===== config.mk =====
export PLATFORM = sky130hd
export DESIGN_NAME = regs_dbg_access_ctrl_flat
export DESIGN_NICKNAME = d
export VERILOG_FILES = /design/src/rtl/regs_dbg_access_ctrl_pkg.sv /design/src/rtl/regs_dbg_access_ctrl_if.sv /design/src/rtl/regs_dbg_access_ctrl.sv /design/src/flat_wrapper.sv
export SDC_FILE = /design/constraint.sdc
export NUM_CORES = 1
export LEC_CHECK = 0
export CAP_MARGIN = 20
export CORE_MARGIN = 3
export CORE_UTILIZATION = 45
export CTS_CLUSTER_SIZE = 28
export DETAILED_ROUTE_END_ITERATION = 12
export PLACE_DENSITY = 0.95
export SYNTH_ARGS = -nofsm -noshare
export SYNTH_HDL_FRONTEND = slang
export SYNTH_SLANG_ARGS = --single-unit

===== constraint.sdc =====
create_clock -name clk -period 5.2 [get_ports clk]
set_input_delay 0.52 -clock clk [delete_from_list [all_inputs] [get_ports clk]]
set_output_delay 0.52 -clock clk [all_outputs]
set_load 0.01 [all_outputs]

===== src/rtl/regs_dbg_access_ctrl_pkg.sv =====
// Shared encodings and default sizing for the debug register-access sequencer.
// State encodings and the default starvation limit live here so all users agree.
package regs_dbg_access_ctrl_pkg;

    localparam int DBG_ADDR_W     = 5;
    localparam int DBG_DATA_W     = 32;
    localparam int DBG_STARVE_MAX = 8;

    typedef enum logic [1:0] {
        DBG_ST_IDLE = 2'd0,
        DBG_ST_WAIT = 2'd1,
        DBG_ST_RESP = 2'd2
    } dbg_state_t;

endpackage


===== src/rtl/regs_dbg_access_ctrl_if.sv =====
// Debug-module side of the register access path: request (req/gnt) and response (valid/ready).
// master = debug module, slave = regs_dbg_access_ctrl.
interface regs_dbg_access_ctrl_if
    import regs_dbg_access_ctrl_pkg::*;
#(
    parameter int ADDR_W = DBG_ADDR_W,
    parameter int DATA_W = DBG_DATA_W
);
    logic              req;
    logic              we;
    logic [ADDR_W-1:0] addr;
    logic [DATA_W-1:0] wdata;
    logic              gnt;
    logic              rsp_valid;
    logic              rsp_ready;
    logic [DATA_W-1:0] rdata;
    logic              rsp_err;

    modport master (
        output req, we, addr, wdata, rsp_ready,
        input  gnt, rsp_valid, rdata, rsp_err
    );

    modport slave (
        input  req, we, addr, wdata, rsp_ready,
        output gnt, rsp_valid, rdata, rsp_err
    );
endinterface


===== src/rtl/regs_dbg_access_ctrl.sv =====
// Sequences one buffered debug register request onto the regfile jtag port, yielding to core writeback.
// Latency: >=1 cycle grant->rsp_valid; starving requests raise core_hold_o; response held until ready.
module regs_dbg_access_ctrl
    import regs_dbg_access_ctrl_pkg::*;
#(
    parameter int ADDR_W     = DBG_ADDR_W,
    parameter int DATA_W     = DBG_DATA_W,
    parameter int STARVE_MAX = DBG_STARVE_MAX
) (
    input  logic                    clk,
    input  logic                    rst_n,
    input  logic                    core_wr_en_i,
    input  logic [ADDR_W-1:0]       core_wr_addr_i,
    output logic                    core_hold_o,
    regs_dbg_access_ctrl_if.slave   dbg,
    output logic                    rf_jtag_we_o,
    output logic [ADDR_W-1:0]       rf_jtag_addr_o,
    output logic [DATA_W-1:0]       rf_jtag_data_o,
    input  logic [DATA_W-1:0]       rf_jtag_data_i
);

    localparam int              CNT_W      = $clog2(STARVE_MAX + 1);
    localparam logic [CNT_W-1:0] STARVE_LIM = CNT_W'(STARVE_MAX);

    dbg_state_t        state;
    logic              buf_we;
    logic [ADDR_W-1:0] buf_addr;
    logic [DATA_W-1:0] buf_wdata;
    logic [DATA_W-1:0] rsp_rdata;
    logic              rsp_err;
    logic [CNT_W-1:0]  starve_cnt;
    logic              core_hold;

    logic              buf_addr_zero;
    logic              core_wr_live;
    logic              slot_free;
    logic [CNT_W-1:0]  starve_nxt;

    // x0 never touches the write port, so it is always free; a write conflicts with any
    // live core write, a read only with a core write to the same register.
    always_comb begin
        buf_addr_zero = (buf_addr == '0);
        core_wr_live  = core_wr_en_i && (core_wr_addr_i != '0);
        slot_free     = buf_addr_zero ||
                        (buf_we ? !core_wr_live
                                : !(core_wr_live && (core_wr_addr_i == buf_addr)));
        starve_nxt    = (starve_cnt == STARVE_LIM) ? starve_cnt : starve_cnt + 1'b1;
    end

    assign dbg.gnt        = (state == DBG_ST_IDLE);
    assign dbg.rsp_valid  = (state == DBG_ST_RESP);
    assign dbg.rdata      = rsp_rdata;
    assign dbg.rsp_err    = rsp_err;
    assign core_hold_o    = core_hold;
    assign rf_jtag_we_o   = (state == DBG_ST_WAIT) && slot_free && buf_we && !buf_addr_zero;
    assign rf_jtag_addr_o = buf_addr;
    assign rf_jtag_data_o = buf_wdata;

    always_ff @(posedge clk) begin
        if (!rst_n) begin
            state      <= DBG_ST_IDLE;
            buf_we     <= 1'b0;
            buf_addr   <= '0;
            buf_wdata  <= '0;
            rsp_rdata  <= '0;
            rsp_err    <= 1'b0;
            starve_cnt <= '0;
            core_hold  <= 1'b0;
        end else begin
            case (state)
                DBG_ST_IDLE: begin
                    if (dbg.req) begin
                        buf_we     <= dbg.we;
                        buf_addr   <= dbg.addr;
                        buf_wdata  <= dbg.wdata;
                        starve_cnt <= '0;
                        state      <= DBG_ST_WAIT;
                    end
                end
                DBG_ST_WAIT: begin
                    if (slot_free) begin
                        rsp_rdata <= buf_we ? '0 : rf_jtag_data_i;
                        rsp_err   <= buf_we && buf_addr_zero;
                        core_hold <= 1'b0;
                        state     <= DBG_ST_RESP;
                    end else begin
                        starve_cnt <= starve_nxt;
                        if (starve_nxt == STARVE_LIM) begin
                            core_hold <= 1'b1;
                        end
                    end
                end
                DBG_ST_RESP: begin
                    // Response regs return to zero so idle outputs stay quiet.
                    if (dbg.rsp_ready) begin
                        rsp_rdata <= '0;
                        rsp_err   <= 1'b0;
                        state     <= DBG_ST_IDLE;
                    end
                end
                default: state <= DBG_ST_IDLE;
            endcase
        end
    end

endmodule


===== src/flat_wrapper.sv =====
// flat-port wrapper written by rule: the top's interface ports become plain ports
module regs_dbg_access_ctrl_flat import regs_dbg_access_ctrl_pkg::*;
#(
    parameter int ADDR_W     = DBG_ADDR_W,
    parameter int DATA_W     = DBG_DATA_W,
    parameter int STARVE_MAX = DBG_STARVE_MAX
)
  (clk, rst_n, core_wr_en_i, core_wr_addr_i, core_hold_o, rf_jtag_we_o, rf_jtag_addr_o, rf_jtag_data_o, rf_jtag_data_i, dbg_req, dbg_we, dbg_addr, dbg_wdata, dbg_rsp_ready, dbg_gnt, dbg_rsp_valid, dbg_rdata, dbg_rsp_err);
  regs_dbg_access_ctrl_if #(.ADDR_W(ADDR_W), .DATA_W(DATA_W)) dbg_i ();
  input  logic clk;
  input  logic rst_n;
  input  logic core_wr_en_i;
  input  logic [ADDR_W-1:0] core_wr_addr_i;
  output logic core_hold_o;
  output logic rf_jtag_we_o;
  output logic [ADDR_W-1:0] rf_jtag_addr_o;
  output logic [DATA_W-1:0] rf_jtag_data_o;
  input  logic [DATA_W-1:0] rf_jtag_data_i;
  input wire logic [$bits(dbg_i.req)-1:0] dbg_req;
  input wire logic [$bits(dbg_i.we)-1:0] dbg_we;
  input wire logic [$bits(dbg_i.addr)-1:0] dbg_addr;
  input wire logic [$bits(dbg_i.wdata)-1:0] dbg_wdata;
  input wire logic [$bits(dbg_i.rsp_ready)-1:0] dbg_rsp_ready;
  output wire logic [$bits(dbg_i.gnt)-1:0] dbg_gnt;
  output wire logic [$bits(dbg_i.rsp_valid)-1:0] dbg_rsp_valid;
  output wire logic [$bits(dbg_i.rdata)-1:0] dbg_rdata;
  output wire logic [$bits(dbg_i.rsp_err)-1:0] dbg_rsp_err;
  assign dbg_i.req = dbg_req;
  assign dbg_i.we = dbg_we;
  assign dbg_i.addr = dbg_addr;
  assign dbg_i.wdata = dbg_wdata;
  assign dbg_i.rsp_ready = dbg_rsp_ready;
  assign dbg_gnt = dbg_i.gnt;
  assign dbg_rsp_valid = dbg_i.rsp_valid;
  assign dbg_rdata = dbg_i.rdata;
  assign dbg_rsp_err = dbg_i.rsp_err;
  regs_dbg_access_ctrl #(.ADDR_W(ADDR_W), .DATA_W(DATA_W), .STARVE_MAX(STARVE_MAX)) u_core (.clk(clk), .rst_n(rst_n), .core_wr_en_i(core_wr_en_i), .core_wr_addr_i(core_wr_addr_i), .core_hold_o(core_hold_o), .dbg(dbg_i), .rf_jtag_we_o(rf_jtag_we_o), .rf_jtag_addr_o(rf_jtag_addr_o), .rf_jtag_data_o(rf_jtag_data_o), .rf_jtag_data_i(rf_jtag_data_i));
endmodule

### After elaboration in Yosys (flattened, before gate mapping)

Index checks and enable logic that the tools add are counted.

* bits in registers: 78
* logic and storage cells: 57
* input bits: 80
* output and inout bits: 74

* multiplexer cells: 18
* reductions and logical operators: 21
* equality and inequality tests: 9
* add/sub/neg operators: 1

Operator list (count)
* two-way mux 32 bit: 3
* case mux 32 bit (2 select lines): 1
* two-way mux 4 bit: 3
* AND reduction 3 bit: 3
* equality test 4 bit, second input constant: 2
* case mux 4 bit (2 select lines): 1
* logical AND 1 bit: 6
* two-way mux 2 bit: 3
* inequality test 2 bit, second input constant: 3
* case mux 2 bit (3 select lines): 1
* nonzero test 2 bit: 3
* equality test 5 bit: 1
* zero test 5 bit: 1
* two-way mux 1 bit: 5
* nonzero test 5 bit: 1
* adder 4 x 1 -> 4 bit, second input constant: 1
* AND reduction 2 bit: 2
* zero test 1 bit: 3
* equality test 2 x 1 -> 1 bit, second input constant: 1
* equality test 2 bit, second input constant: 1
* zero test 2 bit: 1
* inequality test 2 x 1 -> 1 bit, second input constant: 1
* case mux 1 bit (2 select lines): 1
* logical OR 1 bit: 1

### Depth between registers and ports, before layout

* depth in word-level cells: 9
* depth in mapped cells: 7
* mapped depth without buffers: 7

### Worst setup path before layout

Ideal clock, no wire load.

* path type: in2out
* start: in core_wr_addr_i[0]
* end: out rf_jtag_we_o
* buffers on the path: 0
* arrival time: 1.775 ns
* cell stages on the path: 5
* data required time: 4.680 ns
* setup slack: 2.905 ns
* cell sequence: or4_1 nor2_2 nor2_1 a21oi_1 and3b_1

* longest elaborated chain between the ends: 9
* elaborated cells on any way between the ends: 11
* those cells by class: eq/ne: 1; mux: 1; reduce/logical: 9

RTL lines
* start: declaration: RTL line flat_wrapper.sv:13 `input logic [ADDR_W-1:0] core_wr_addr_i;`
* nonzero test 5 bit: RTL line regs_dbg_access_ctrl.sv:43 `core_wr_live = core_wr_en_i && (core_wr_addr_i != '0);`
* logical AND 1 bit: RTL line regs_dbg_access_ctrl.sv:43
* logical AND 1 bit: RTL line regs_dbg_access_ctrl.sv:46 `: !(core_wr_live && (core_wr_addr_i == buf_addr)));`
* zero test 1 bit: RTL line regs_dbg_access_ctrl.sv:46
* two-way mux 1 bit (*): RTL line regs_dbg_access_ctrl.sv:45 `(buf_we ? !core_wr_live`
* logical OR 1 bit (*): RTL line regs_dbg_access_ctrl.sv:44 `slot_free = buf_addr_zero ||`
* logical AND 1 bit (*) (3 in series): RTL line regs_dbg_access_ctrl.sv:55 `assign rf_jtag_we_o = (state == DBG_ST_WAIT) && slot_free && buf_we && !buf_addr_zero;`
* end: declaration: RTL line flat_wrapper.sv:15 `output logic rf_jtag_we_o;`

Mark *: on every way between the ends. The rest lies on a longest branch, timed or not.

### Worst setup path in the final report

Same ends and word-level chain as after synthesis.

==> reports/results.ini <==
[worst_setup_path]
path_class = input pin to output port
start_kind = input pin
cp_max_fo = 6
required_ps = 4680
critPathMostFrequentCell = clkdlybuf4s50_1
worstPathArrival_ps = 2840
critPathSlowestCell = or4_1
critPathCaptureType = output port
worstPathCellList = clkdlybuf4s50_1 > or4_1 > nor2_2 > nor2_1 > a21oi_1 > and3b_1 > clkdlybuf4s50_1
crit_path_max_incr_delay_ps = 600

[drt]
viasPerCell = 5.02
num_vias = 3172
wl_met1_um = 3780
wire_per_inst_um = 14.9
drc = 0
wl_met2_um = 4770
ant_nets = 0
wl_um = 9410
first_pass_iters = 4
topRoutingLayerUsed = met4
wl_met3_um = 657
first_iter_violations = 106

[synthesis]
synthArstFlopShare_pct = 0
ys_ff_latch = 78
syn_area_um2 = 3340
avgSynthCellArea_um2 = 8.65
synth_edf_count = 0
synthFlopType = dfxtp_1
synth.distinct_cells = 41
yosysSeqAreaShare_pct = 46.8
ys.warnings.count = 0
syn_inst = 386
synth_nets = 468

[flow_run]
cap_violations = 0

[global_route]
grt_max_degree = 83
antenna_found_initial = 0
grt.total_usage_pct = 21.7
grt_pass1_vias = 3142
overflow = 0
grt_first_pass_wirelength_um = 15000

[die]
dieHeight_um = 92.1
initial_core_util_pct = 47.8
io_pins = 154
row_count = 30
die_w_um = 92.1
die_area_um2 = 8490
fp.coreArea_um2 = 6980

[placed_design]
port_buffers = 153
gp_congestion = 0.860
place_inst = 615
hpwl_um = 6610

[sta]
hold-worst-slack_ps = 459
finalClockSkew_ps = 8.17
setup_violations = 0
finalHoldViolCount = 0
slew_viol_final = 0
rsz0062_at_grt = false
setup_tns_ps = 0
period_share_pct = 64.6
fmax_ghz = 0.298
max_slew_margin_pct = 50.3
finalCriticalPeriod_ps = 3360
worst_pin_slew_ps = 746

[cts]
cts.sinks = 78
hold_buffers = 0
htree_levels = 3
post_cts_buffers = 0
clkTransAtPathRegs_ps = 70
cts.path.max_buffers = 2
cts_buffers = 9
cts_resized = 0
clkLatencyLatePin_ps = 340
clockRootBuffer = clkbuf_8
tritoncts = yes

[layout]
fin_nets = 613
final_common_cell = clkdlybuf4s50_1
synthToLayoutAreaGrowth_pct = 54.4
antenna_cells = 0
layout_common_cells = clkdlybuf4s50_1, nand2_1, dfxtp_1, a21boi_0, mux2i_1
drive_gt1_share_pct = 5.04
final_cells = 632

[status]
status = completed

[power]
leakage_nw = 1.90
finalPower_mw = 1.49
power_density_nw_per_um2 = 290
ir_drop_uv = 173

[hold_path]
hold_class = register to register

per-stage QoR:
| stage | worst slack (ps) | cell area (µm²) | utilization, % |
|---|---|---|---|
| after floorplan | 2900 | 3340 | - |
| after global placement | 1870 | 4900 | 70.1 |
| after detailed placement | 1840 | 4900 | 70.1 |
| after CTS | 1840 | 5130 | 73.5 |
| after global routing | 1710 | 5150 | 73.8 |
| final | 1840 | 5150 | 73.8 |
metal layers:
layer  vias to the layer above  GRT usage, %
li1                       1576             -
met1                      1473          23.8
met2                       105          38.6
met3                        18          7.05
met4                         0          8.79
met5                         -             0
cell usage after synthesis, drive strengths merged (2+ instances only):
cell	number	area share (%)
nor3	3	0.45
o21ai	3	0.79
o21a	2	0.45
o211a	2	0.60
o31ai	2	0.60
ha	2	0.75
mux2i	34	10
nor2b	2	0.37
and4	2	0.52
a21boi	39	8.8
buf	5	1.6
dfxtp	78	47
a21oi	3	0.45
nor2	7	1.1
clkbuf	19	2.1
or4	2	0.56
nand2	147	17
nand3b	2	0.45
a32o	2	0.60
xnor2	5	1.3
nor4	4	0.94
nor3b	2	0.45
nand3	5	0.75
inv	4	0.45
critical path, delay by kind of cell:
kind                   cells  cell delay [ps]
buffers and inverters      2              960
and+or+nand+nor            4             1130
AOI/OAI and AO/OA          1              230
power by group:
part / total (mW) / switching (mW) / internal [mW] / leakage, nW
clock network: 0.544 / 0.223 / 0.321 / 0.114
logic: 0.292 / 0.129 / 0.163 / 1.15
registers: 0.658 / 0.0239 / 0.634 / 0.638
total: 1.49 / 0.376 / 1.12 / 1.90
cell type report:
class	instances	area [µm²]
Timing Repair Buffer	158	1580
Clock buffer	11	131
Tap cell	96	120
Fill cell	522	1830
Sequential cell	78	1560
Inverter	4	15.0
Multi-Input combinational cell	280	1640
Clock inverter	5	106
cell families after synthesis:
| kind of cell | Yosys count | share of synthesized area, % |
|---|---|---|
| buf+inv | 28 | 4.16 |
| xor+xnor | 6 | 1.57 |
| mux | 34 | 10.2 |
| flops | 78 | 46.8 |
| fa+ha+maj | 2 | 0.750 |
| simple gates | 179 | 22.8 |
| compound gates | 59 | 13.8 |
sequential cells by signal, summed over array words and instances, names as in the netlist:
name	flops
u_core.dbg.rsp_err	1
u_core.state	2
u_core.rf_jtag_addr_o	5
u_core.dbg.rdata	32
u_core.core_hold_o	1
u_core.starve_cnt	4
u_core.buf_we	1
u_core.rf_jtag_data_o	32
path summary, 6_finish.rpt:
| path | from | end | slack [ps] | depth (start not counted) |
|---|---|---|---|---|
| min | u_core.dbg.rdata[20] | u_core.dbg.rdata[20] | 460 | 2 |
| max | core_wr_addr_i[0] | rf_jtag_we_o | 1840 | 7 |
| max reg2reg | u_core.rf_jtag_addr_o[0] | u_core.dbg.rdata[2] | 3000 | 6 |
| min reg2reg | u_core.dbg.rdata[20] | u_core.dbg.rdata[20] | 460 | 2 |
No activity file was read; power rests on OpenSTA's default activity.
